**config.mk**
```make
export PLATFORM = sky130hd
export DESIGN_NAME = arb_client
export DESIGN_NICKNAME = d
export VERILOG_FILES = /design/src/rtl/arb_client.sv
export SDC_FILE = /design/constraint.sdc
export NUM_CORES = 1
export LEC_CHECK = 0
export CORE_UTILIZATION = 40
export CTS_CLUSTER_DIAMETER = 120
export DETAILED_ROUTE_END_ITERATION = 8
export GPL_ROUTABILITY_DRIVEN = 0
export GPL_TIMING_DRIVEN = 0
export HOLD_SLACK_MARGIN = 0.15
export MAX_ROUTING_LAYER = met4
export PLACE_DENSITY_LB_ADDON = 0.12
export SYNTH_ARGS = -nofsm -noshare
export SYNTH_HDL_FRONTEND = slang
export SYNTH_SLANG_ARGS = --single-unit
```
**constraint.sdc**
```tcl
create_clock -name i_clk -period 6.9 [get_ports i_clk]
set_input_delay 1.035 -clock i_clk [delete_from_list [all_inputs] [get_ports i_clk]]
set_output_delay 1.035 -clock i_clk [all_outputs]
set_load 0.03 [all_outputs]
```
**src/rtl/arb_client.sv**
```systemverilog
// ---------------------------------------------------------------------------
// arb_client
//
// Client-side requester for a 3-way one-hot arbiter. One instance sits in
// each requester slot. Outgoing words are buffered in a small FIFO. The
// client raises a request, waits for its grant bit, and then drives a burst
// of at most MAX_BURST words onto the shared bus. After the burst it drops
// the request and waits for the grant to fall, so that the arbiter can hand
// ownership to another client.
//
// Parameters
//   DATA_WIDTH : bus and FIFO word width
//   FIFO_DEPTH : FIFO entries (power of 2, at least 2)
//   MAX_BURST  : maximum words transferred per ownership (at least 1)
//
// Ports
//   i_clk       : single clock, rising edge
//   i_res_n     : synchronous active-low reset
//   i_wr_en     : push i_wr_data into the FIFO
//   i_wr_data   : word to queue
//   o_full      : FIFO count equals FIFO_DEPTH (combinational)
//   o_empty     : FIFO count is zero (combinational)
//   o_overflow  : sticky flag, set by a write while full, cleared by reset
//   o_req       : registered request to the arbiter
//   i_grant     : this client's bit of the arbiter's registered grant
//   o_bus_valid : registered, high for one cycle per transferred word
//   o_bus_data  : registered, holds the last transferred word
// ---------------------------------------------------------------------------
module arb_client #(
    parameter int DATA_WIDTH = 8,
    parameter int FIFO_DEPTH = 4,
    parameter int MAX_BURST  = 4
) (
    input  logic                  i_clk,
    input  logic                  i_res_n,
    input  logic                  i_wr_en,
    input  logic [DATA_WIDTH-1:0] i_wr_data,
    output logic                  o_full,
    output logic                  o_empty,
    output logic                  o_overflow,
    output logic                  o_req,
    input  logic                  i_grant,
    output logic                  o_bus_valid,
    output logic [DATA_WIDTH-1:0] o_bus_data
);

    localparam int AW = (FIFO_DEPTH > 1) ? $clog2(FIFO_DEPTH) : 1;
    localparam int CW = $clog2(FIFO_DEPTH + 1);
    localparam int BW = $clog2(MAX_BURST + 1);

    localparam logic [CW-1:0] DEPTH_C     = CW'(FIFO_DEPTH);
    localparam logic [CW-1:0] COUNT_ONE   = CW'(1);
    localparam logic [AW-1:0] PTR_ONE     = AW'(1);
    localparam logic [BW-1:0] BURST_ONE   = BW'(1);
    localparam logic [BW-1:0] BURST_FINAL = BW'(MAX_BURST - 1);

    typedef enum logic [1:0] {
        IDLE    = 2'd0,
        WAIT    = 2'd1,
        BURST   = 2'd2,
        RELEASE = 2'd3
    } state_t;

    // FIFO storage and bookkeeping
    logic [DATA_WIDTH-1:0] r_mem [FIFO_DEPTH];
    logic [AW-1:0]         r_wrPtr;
    logic [AW-1:0]         r_rdPtr;
    logic [CW-1:0]         r_count;
    logic                  r_overflow;

    // Requester state
    state_t                r_state;
    logic                  r_req;
    logic                  r_busValid;
    logic [DATA_WIDTH-1:0] r_busData;
    logic [BW-1:0]         r_burstCnt;

    // Combinational decisions for the current edge
    logic                  w_full;
    logic                  w_empty;
    logic                  w_wrAccept;
    logic                  w_beat;
    logic                  w_lastBeat;
    logic                  w_burstClear;
    logic                  w_reqNext;
    state_t                w_stateNext;

    assign w_full     = (r_count == DEPTH_C);
    assign w_empty    = (r_count == '0);

    // Room is judged on the count before the edge, so a pop in the same
    // cycle never frees a slot for a write while full.
    assign w_wrAccept = i_wr_en && !w_full;

    // The burst ends either on the cap or when the head is the only queued
    // word; a write landing in the same cycle does not extend the burst.
    assign w_lastBeat = (r_burstCnt == BURST_FINAL) || (r_count == COUNT_ONE);

    // Next-state and request logic. A beat happens only while owning the
    // bus (WAIT or BURST with grant high). Losing grant in BURST keeps the
    // request up and the burst count intact, so the burst resumes later.
    always_comb begin
        w_stateNext  = r_state;
        w_reqNext    = r_req;
        w_beat       = 1'b0;
        w_burstClear = 1'b0;
        unique case (r_state)
            IDLE: begin
                w_reqNext = 1'b0;
                if (!w_empty) begin
                    w_reqNext    = 1'b1;
                    w_burstClear = 1'b1;
                    w_stateNext  = WAIT;
                end
            end
            WAIT, BURST: begin
                if (i_grant && !w_empty) begin
                    w_beat = 1'b1;
                    if (w_lastBeat) begin
                        w_reqNext   = 1'b0;
                        w_stateNext = RELEASE;
                    end else begin
                        w_reqNext   = 1'b1;
                        w_stateNext = BURST;
                    end
                end else if (!i_grant) begin
                    w_reqNext   = 1'b1;
                    w_stateNext = WAIT;
                end
            end
            RELEASE: begin
                w_reqNext = 1'b0;
                if (!i_grant) begin
                    w_stateNext = IDLE;
                end
            end
            default: begin
                w_reqNext   = 1'b0;
                w_stateNext = IDLE;
            end
        endcase
    end

    // Word storage has no reset: discarding queued words on reset is done
    // purely by clearing the pointers and count.
    always_ff @(posedge i_clk) begin
        if (w_wrAccept) begin
            r_mem[r_wrPtr] <= i_wr_data;
        end
    end

    // FIFO pointers, occupancy count and the sticky overflow flag.
    // Pointers wrap naturally because the depth is a power of 2.
    always_ff @(posedge i_clk) begin
        if (!i_res_n) begin
            r_wrPtr    <= '0;
            r_rdPtr    <= '0;
            r_count    <= '0;
            r_overflow <= 1'b0;
        end else begin
            if (w_wrAccept) begin
                r_wrPtr <= r_wrPtr + PTR_ONE;
            end
            if (w_beat) begin
                r_rdPtr <= r_rdPtr + PTR_ONE;
            end
            if (w_wrAccept && !w_beat) begin
                r_count <= r_count + COUNT_ONE;
            end else if (!w_wrAccept && w_beat) begin
                r_count <= r_count - COUNT_ONE;
            end
            if (i_wr_en && w_full) begin
                r_overflow <= 1'b1;
            end
        end
    end

    // State register, request, burst counter and bus outputs. bus_valid is
    // a one-cycle pulse per beat; bus_data holds the last word between beats.
    always_ff @(posedge i_clk) begin
        if (!i_res_n) begin
            r_state    <= IDLE;
            r_req      <= 1'b0;
            r_busValid <= 1'b0;
            r_busData  <= '0;
            r_burstCnt <= '0;
        end else begin
            r_state    <= w_stateNext;
            r_req      <= w_reqNext;
            r_busValid <= w_beat;
            if (w_beat) begin
                r_busData  <= r_mem[r_rdPtr];
                r_burstCnt <= r_burstCnt + BURST_ONE;
            end else if (w_burstClear) begin
                r_burstCnt <= '0;
            end
        end
    end

    assign o_full      = w_full;
    assign o_empty     = w_empty;
    assign o_overflow  = r_overflow;
    assign o_req       = r_req;
    assign o_bus_valid = r_busValid;
    assign o_bus_data  = r_busData;

endmodule

```
==> impl_metrics.tcl <==
set metrics [dict create \
    run_status "finished clean" \
    fmax_mhz 319 \
    htree_num_levels 2 \
    ys_seq_area_frac 0.607 \
    fin_crit_sh 0.454 \
    rows 27 \
    synth_top_family_by_area "multiplexers" \
    fin_skew_ps 8.29 \
    synthFlopType "edfxtp_1" \
    setup_viol 0 \
    p_leak_nw 0.951 \
    synth_compound_area_frac 0.0886 \
    synth_area_leaders "edfxtp_1 (41%), dfxtp_1 (20%), mux4_2 (7.7%)" \
    ys_ff_latch 55 \
    syn_nets 193 \
    dpl.cell_count 263 \
    timing.reg2reg.setup_slack_ps 4260 \
    synth_xor_area_frac 0.0112 \
    utilization 0.496 \
    r2r-end "r_count[2]$_SDFFE_PN0P_" \
    viasPerCell 5.03 \
    first_pass_iters 4 \
    cts.sinks 55 \
    antenna_found_initial 0 \
    setup-tns-final_ps 0 \
    final_cell_mix "edfxtp_1 (32), clkdlybuf4s50_1 (24), dfxtp_1 (23), ha_1 (14), nand2_1 (11)" \
    clockPowerShare 0.188 \
    grt_use_total 0.156 \
    critPathLaunch "r_count[0]$_SDFFE_PN0P_" \
    slew_headroom 0.715 \
    grt_max_degree 19 \
    finalHoldViolCount 0 \
    yosysWarnings 0 \
    hpwlAfterDp_um 2930 \
    cp-start-kind "flip-flop" \
    power.internal_mw 0.628 \
    grt_pass1_wl_um 6980 \
    final_layout_size_suffix_gt1_frac 0.146 \
    wirelength_um 4060 \
    grt_pass1_vias 1409 \
    vias 1363 \
    path_clk_slew_ps 100 \
    drt-initial-drc-count 96 \
    cts-resized-gates 0 \
    ys_async_sr_fraction 0 \
    pwr-share-comb 0.368 \
    cts_root_buf "clkbuf_8" \
    io_buffer_count 24 \
    route.detailed.drc 0 \
    cts_tree "yes" \
    fp.coreArea_sq_um 5570 \
    crit_end "o_empty" \
    initial_utilization 0.420 \
    critPathArrivalTime_ps 2100 \
    powerDensity_nw_per_um2 347 \
    cp-end-kind "output port" \
    cap_violations 0 \
    syn-cell-area_sq_um 2340 \
    io_pins 25 \
    grt-ovfl-total 0 \
    mostFrequentLayoutCell "edfxtp_1" \
    synth_fa_ha_area_frac 0.0747 \
    cts_buffers 5 \
    timing.rr.start "r_count[0]$_SDFFE_PN0P_" \
    synth_cell_type_count 39 \
    power_mw 0.959 \
    netSwitchingFraction 0.345 \
    synth_top_cell_by_area "edfxtp_1" \
    cp_max_fo 10 \
    path_class "reg -> out" \
    yosysTopAreaCellShare 0.410 \
    period_minus_slack_ps 3140 \
    antenna_cells 0 \
    clockBufferDepth 2 \
    holdBufCountCts 0 \
    synth-simple-area-share 0.0886 \
    synth-edff-count 32 \
    die_y_um 78.5 \
    clk_latency_ps 310 \
    nNetsFinal 224 \
    synth_cells 167 \
    seqPwrFrac 0.444 \
    r2r_cells 10 \
    worst_pin_slew_ps 428 \
    rsz0062_at_grt "false" \
    postSynthAreaPerCell_sq_um 14.0 \
    net-switching-power_mw 0.331 \
    die_w_um 78.5 \
    ir_drop_uv 188 \
    wl_per_cell_um 15.0 \
    post-cts-setup-buffers 0 \
    fin_cells 271 \
    die_area_sq_um 6170 \
    final-max-slew-violation-count 0 \
    area_delta_synth_final_pct 17.9 \
    drtAntennaViolNets 0 \
    critical_path_required_ps 5860 \
    hp-class "reg -> reg" \
    synthMuxAreaShare 0.0940 \
]
==> metrics by stage <==
stage	area, sq um	hold slack [ps]	setup slack [ps]
CTS	2760	471	3740
global route	2760	506	3670
detailed placement	2670	457	3590
finish	2760	469	3760
global placement	2670	453	3660
floorplan	2340	451	4480
==> state kept, by name (all words and copies together), names as in the netlist <==
register / count
r_mem: 32
o_req: 1
r_wrPtr: 2
r_count: 3
r_state: 2
o_bus_data: 8
r_burstCnt: 3
r_rdPtr: 2
o_bus_valid: 1
o_overflow: 1
==> power groups by stage <==
stage	logic [mW]	registers (mW)	clock network, mW
final	0.354	0.426	0.180
after CTS	0.359	0.426	0.187
after global routing	0.388	0.432	0.201
after global placement	0.344	0.430	0
after floorplan	0.234	0.451	0
after detailed placement	0.356	0.434	0
==> cell families after synthesis <==
group,Yosys count
adders and majority gates,14
muxes,12
and+or+nand+nor,37
buffers and inverters,16
DFF,55
AOI/OAI and AO/OA,30
xor gates and xnor gates,3
==> cells in the mapped netlist (2+ instances only) <==
library cell,instances
nand3_1,2
o2bb2ai_1,8
xnor2_1,2
nand2_1,11
and2_1,5
buf_6,2
o21ai_0,5
edfxtp_1,32
inv_1,10
a21oi_1,9
nor2_1,6
or3_1,2
mux4_2,8
ha_1,14
mux2i_1,4
dfxtp_1,23
o31ai_1,2
==> routing by layer <==
layer  vias up  track usage  share of wire
met2        41        0.246           0.48
met3         6       0.0395          0.048
met5         -            -              0
met1       645        0.195           0.46
li1        671            -              -
met4         0       0.0519          0.013
==> worst min path at each step <==
stage,cells past startpoint,from,end
floorplan,2,r_burstCnt[2]$_SDFFE_PN0P_,r_burstCnt[2]$_SDFFE_PN0P_
global placement,2,o_bus_data[0]$_SDFFE_PN0P_,o_bus_data[0]$_SDFFE_PN0P_
detailed placement,2,o_bus_data[5]$_SDFFE_PN0P_,o_bus_data[5]$_SDFFE_PN0P_
CTS,2,o_bus_data[5]$_SDFFE_PN0P_,o_bus_data[5]$_SDFFE_PN0P_
global route,2,o_bus_data[2]$_SDFFE_PN0P_,o_bus_data[2]$_SDFFE_PN0P_
finish,2,o_bus_data[5]$_SDFFE_PN0P_,o_bus_data[5]$_SDFFE_PN0P_
==> worst max-delay path, cell delays in order (launching register included) <==
cell and delay, ps:
dfxtp_1 370, inv_1 110, ha_1 290, nand2b_4 120, inv_2 90, buf_6 140, clkdlybuf4s50_1 680
==> layout make-up <==
class | count | area (sq um)
fillers | 474 | 2810
plain buffers | 5 | 43.8
clock buffers | 6 | 72.6
repair buffers | 24 | 240
clock inverters | 2 | 17.5
inverters | 11 | 41.3
multi-input cells | 96 | 837
flip-flops and latches | 55 | 1420
well taps | 72 | 90.1
No activity file was read; power rests on OpenSTA's default activity.
==> variant: new RTL, same flow settings <==
Put one more register stage on the output `o_overflow`. The value now appears one clock later. The other outputs are not delayed to match.
--- a/src/rtl/arb_client.sv
+++ b/src/rtl/arb_client.sv
@@ -200,5 +200,7 @@
     assign o_full      = w_full;
     assign o_empty     = w_empty;
-    assign o_overflow  = r_overflow;
+    always_ff @(posedge i_clk) begin
+        o_overflow <= r_overflow;
+    end
     assign o_req       = r_req;
     assign o_bus_valid = r_busValid;
Function: changed (a bounded check fails within 10 cycles, from zero or initial values).
==> variant against the unedited design <==
- total power up 3.6%
- critical path depth unchanged
- area after synthesis up 0.85%
- combinational power down 1%
- wire length down 1.9%
- final area up 1.5%
- sequential cell count up 1
- setup slack better by 0.0052 ns
- largest power group unchanged
==> variant: results (changes against the unedited design) <==
| Metric | Value |
|---|---|
| Status | `complete, no violations` |
| CTS Buf Count | `5 (unchanged)` |
| Final layout net count | `225 (+0.45%)` |
| DRT Wirelength | `3980 um (-1.9%)` |
| Initial antenna violation count | `0 (unchanged)` |
| Post-synth top cells | `edfxtp_1, dfxtp_1, ha_1` |
| Vias post-DR | `1394 (+2.3%)` |
| Setup Buffers After CTS | `0 (unchanged)` |
| LEAKAGE | `0.972 nW (+2.2%)` |
| Switching share of power | `32.7% (-1.9 points)` |
| DPL Wire Length | `2870 um (-2.1%)` |
| Slew @ Worst Pin | `0.436 ns (+0.00798 ns)` |
| DP Area | `2690 um^2 (+0.75%)` |
| Sequential fraction of the synthesis area | `61.0% (+0.33 points)` |
| Largest Register | `r_mem` |
| Tot GR Track Use | `14.4% (-1.2 points)` |
| Slowest-stage cell, CP | `clkdlybuf4s50_1` |
| Post-CTS resize count | `0 (unchanged)` |
| Xor-xnor portion of the synthesized cell area | `1.11% (-0.0095 points)` |
| Number of diodes | `0 (unchanged)` |
| First-pass GRT wire length | `6560 um (-6.1%)` |
| Fraction of layout instances using a drive strength above 1 | `14.0% (-0.57 points)` |
| Adder-Cell Fraction of Synth Area | `7.41% (-0.063 points)` |
| VDD IR max | `0.155 mV (-17%)` |
| Cell variety after synth | `39 (unchanged)` |
| Total iterations of the first detailed-routing run | `4 (unchanged)` |
| CP top delay family | `buffers and inverters` |
| Max FO, Critical Path | `10 (unchanged)` |
| Clock Skew | `0.00358 ns (-0.00471 ns)` |
| Yosys warning count | `0 (unchanged)` |
| Min-Delay Path Class | `flip-flop to flip-flop` |
| Compound-Gate Fraction of Synth Area | `8.79% (-0.075 points)` |
| Multiplexer area fraction after synthesis | `9.32% (-0.080 points)` |
| Critical path arrival | `2.10 ns (about the same)` |
| Post-Syn Nets | `194 (+0.52%)` |
| Clk pin slew, worst setup/hold paths | `0.10 ns (about the same)` |
| Fillers | `520 (+9.7%)` |
| Area contributors post-synth | `edfxtp_1, dfxtp_1, mux4_2` |
| Max incr delay on CP | `0.68 ns (about the same)` |
| Clk buf depth | `2 (unchanged)` |
| Area grow syn2layout | `18.7%` |
| Iter 0 DRT Violations | `45 (-53%)` |
| Largest net degree at the start of global routing | `18 (-1)` |
-- variant: changes by cell type in the layout (fill, tap and decap cells not counted), sizes merged --
cell    unedited run  this run
dfxtp             23        24
clkinv             1         0
bufinv             0         1
-- variant: layout make-up --
type / count / area share, %
multi-input cells: 96 / 29.8
plain buffers: 5 / 1.56
clock buffers: 6 / 2.59
inverters: 11 / 1.47
flip-flops and latches: 56 / 51.4
well taps: 72 / 3.21
repair buffers: 24 / 8.56
clock inverters: 2 / 1.38
-- variant: per-layer routing --
layer  vias up  global-route usage, %  wire [um]
li1        678                      -          -
met1       675                   17.8       1830
met2        34                   23.8       1950
met3         7                   2.76        141
met4         0                   4.91         59
met5         -                      -          0
-- variant: through the flow --
step                hold WS (ns)  instances  worst slack (ns)
finish                     0.365        272              3.77
CTS                        0.369        272              3.74
global route               0.375        272              3.65
global placement           0.340        264              3.66
floorplan                  0.331        168              4.48
detailed placement         0.349        264              3.60
-- variant: power groups by stage --
stage | clock network, mW | registers (mW) | logic (mW)
after global routing | 0.232 | 0.438 | 0.383
final | 0.212 | 0.432 | 0.349
after floorplan | 0 | 0.458 | 0.233
after CTS | 0.219 | 0.433 | 0.354
after detailed placement | 0 | 0.441 | 0.353
after global placement | 0 | 0.437 | 0.341
-- variant: final timing paths --
path         startpoint  cells past startpoint  slack, ns         end
max          r_count[0]                      6       3.77     o_empty
min          r_overflow                      0       0.36  o_overflow
max reg2reg  r_count[0]                     10       4.28  r_count[2]
min reg2reg  r_overflow                      0       0.36  o_overflow
-- variant: kinds of logic after synthesis --
family	count (synthesis)
flip-flops	56
AND/OR/NAND/NOR	37
AO/OA/AOI/OAI	30
buffers and inverters	16
adder cells (fa/ha/maj)	14
multiplexers	12
XOR/XNOR	3
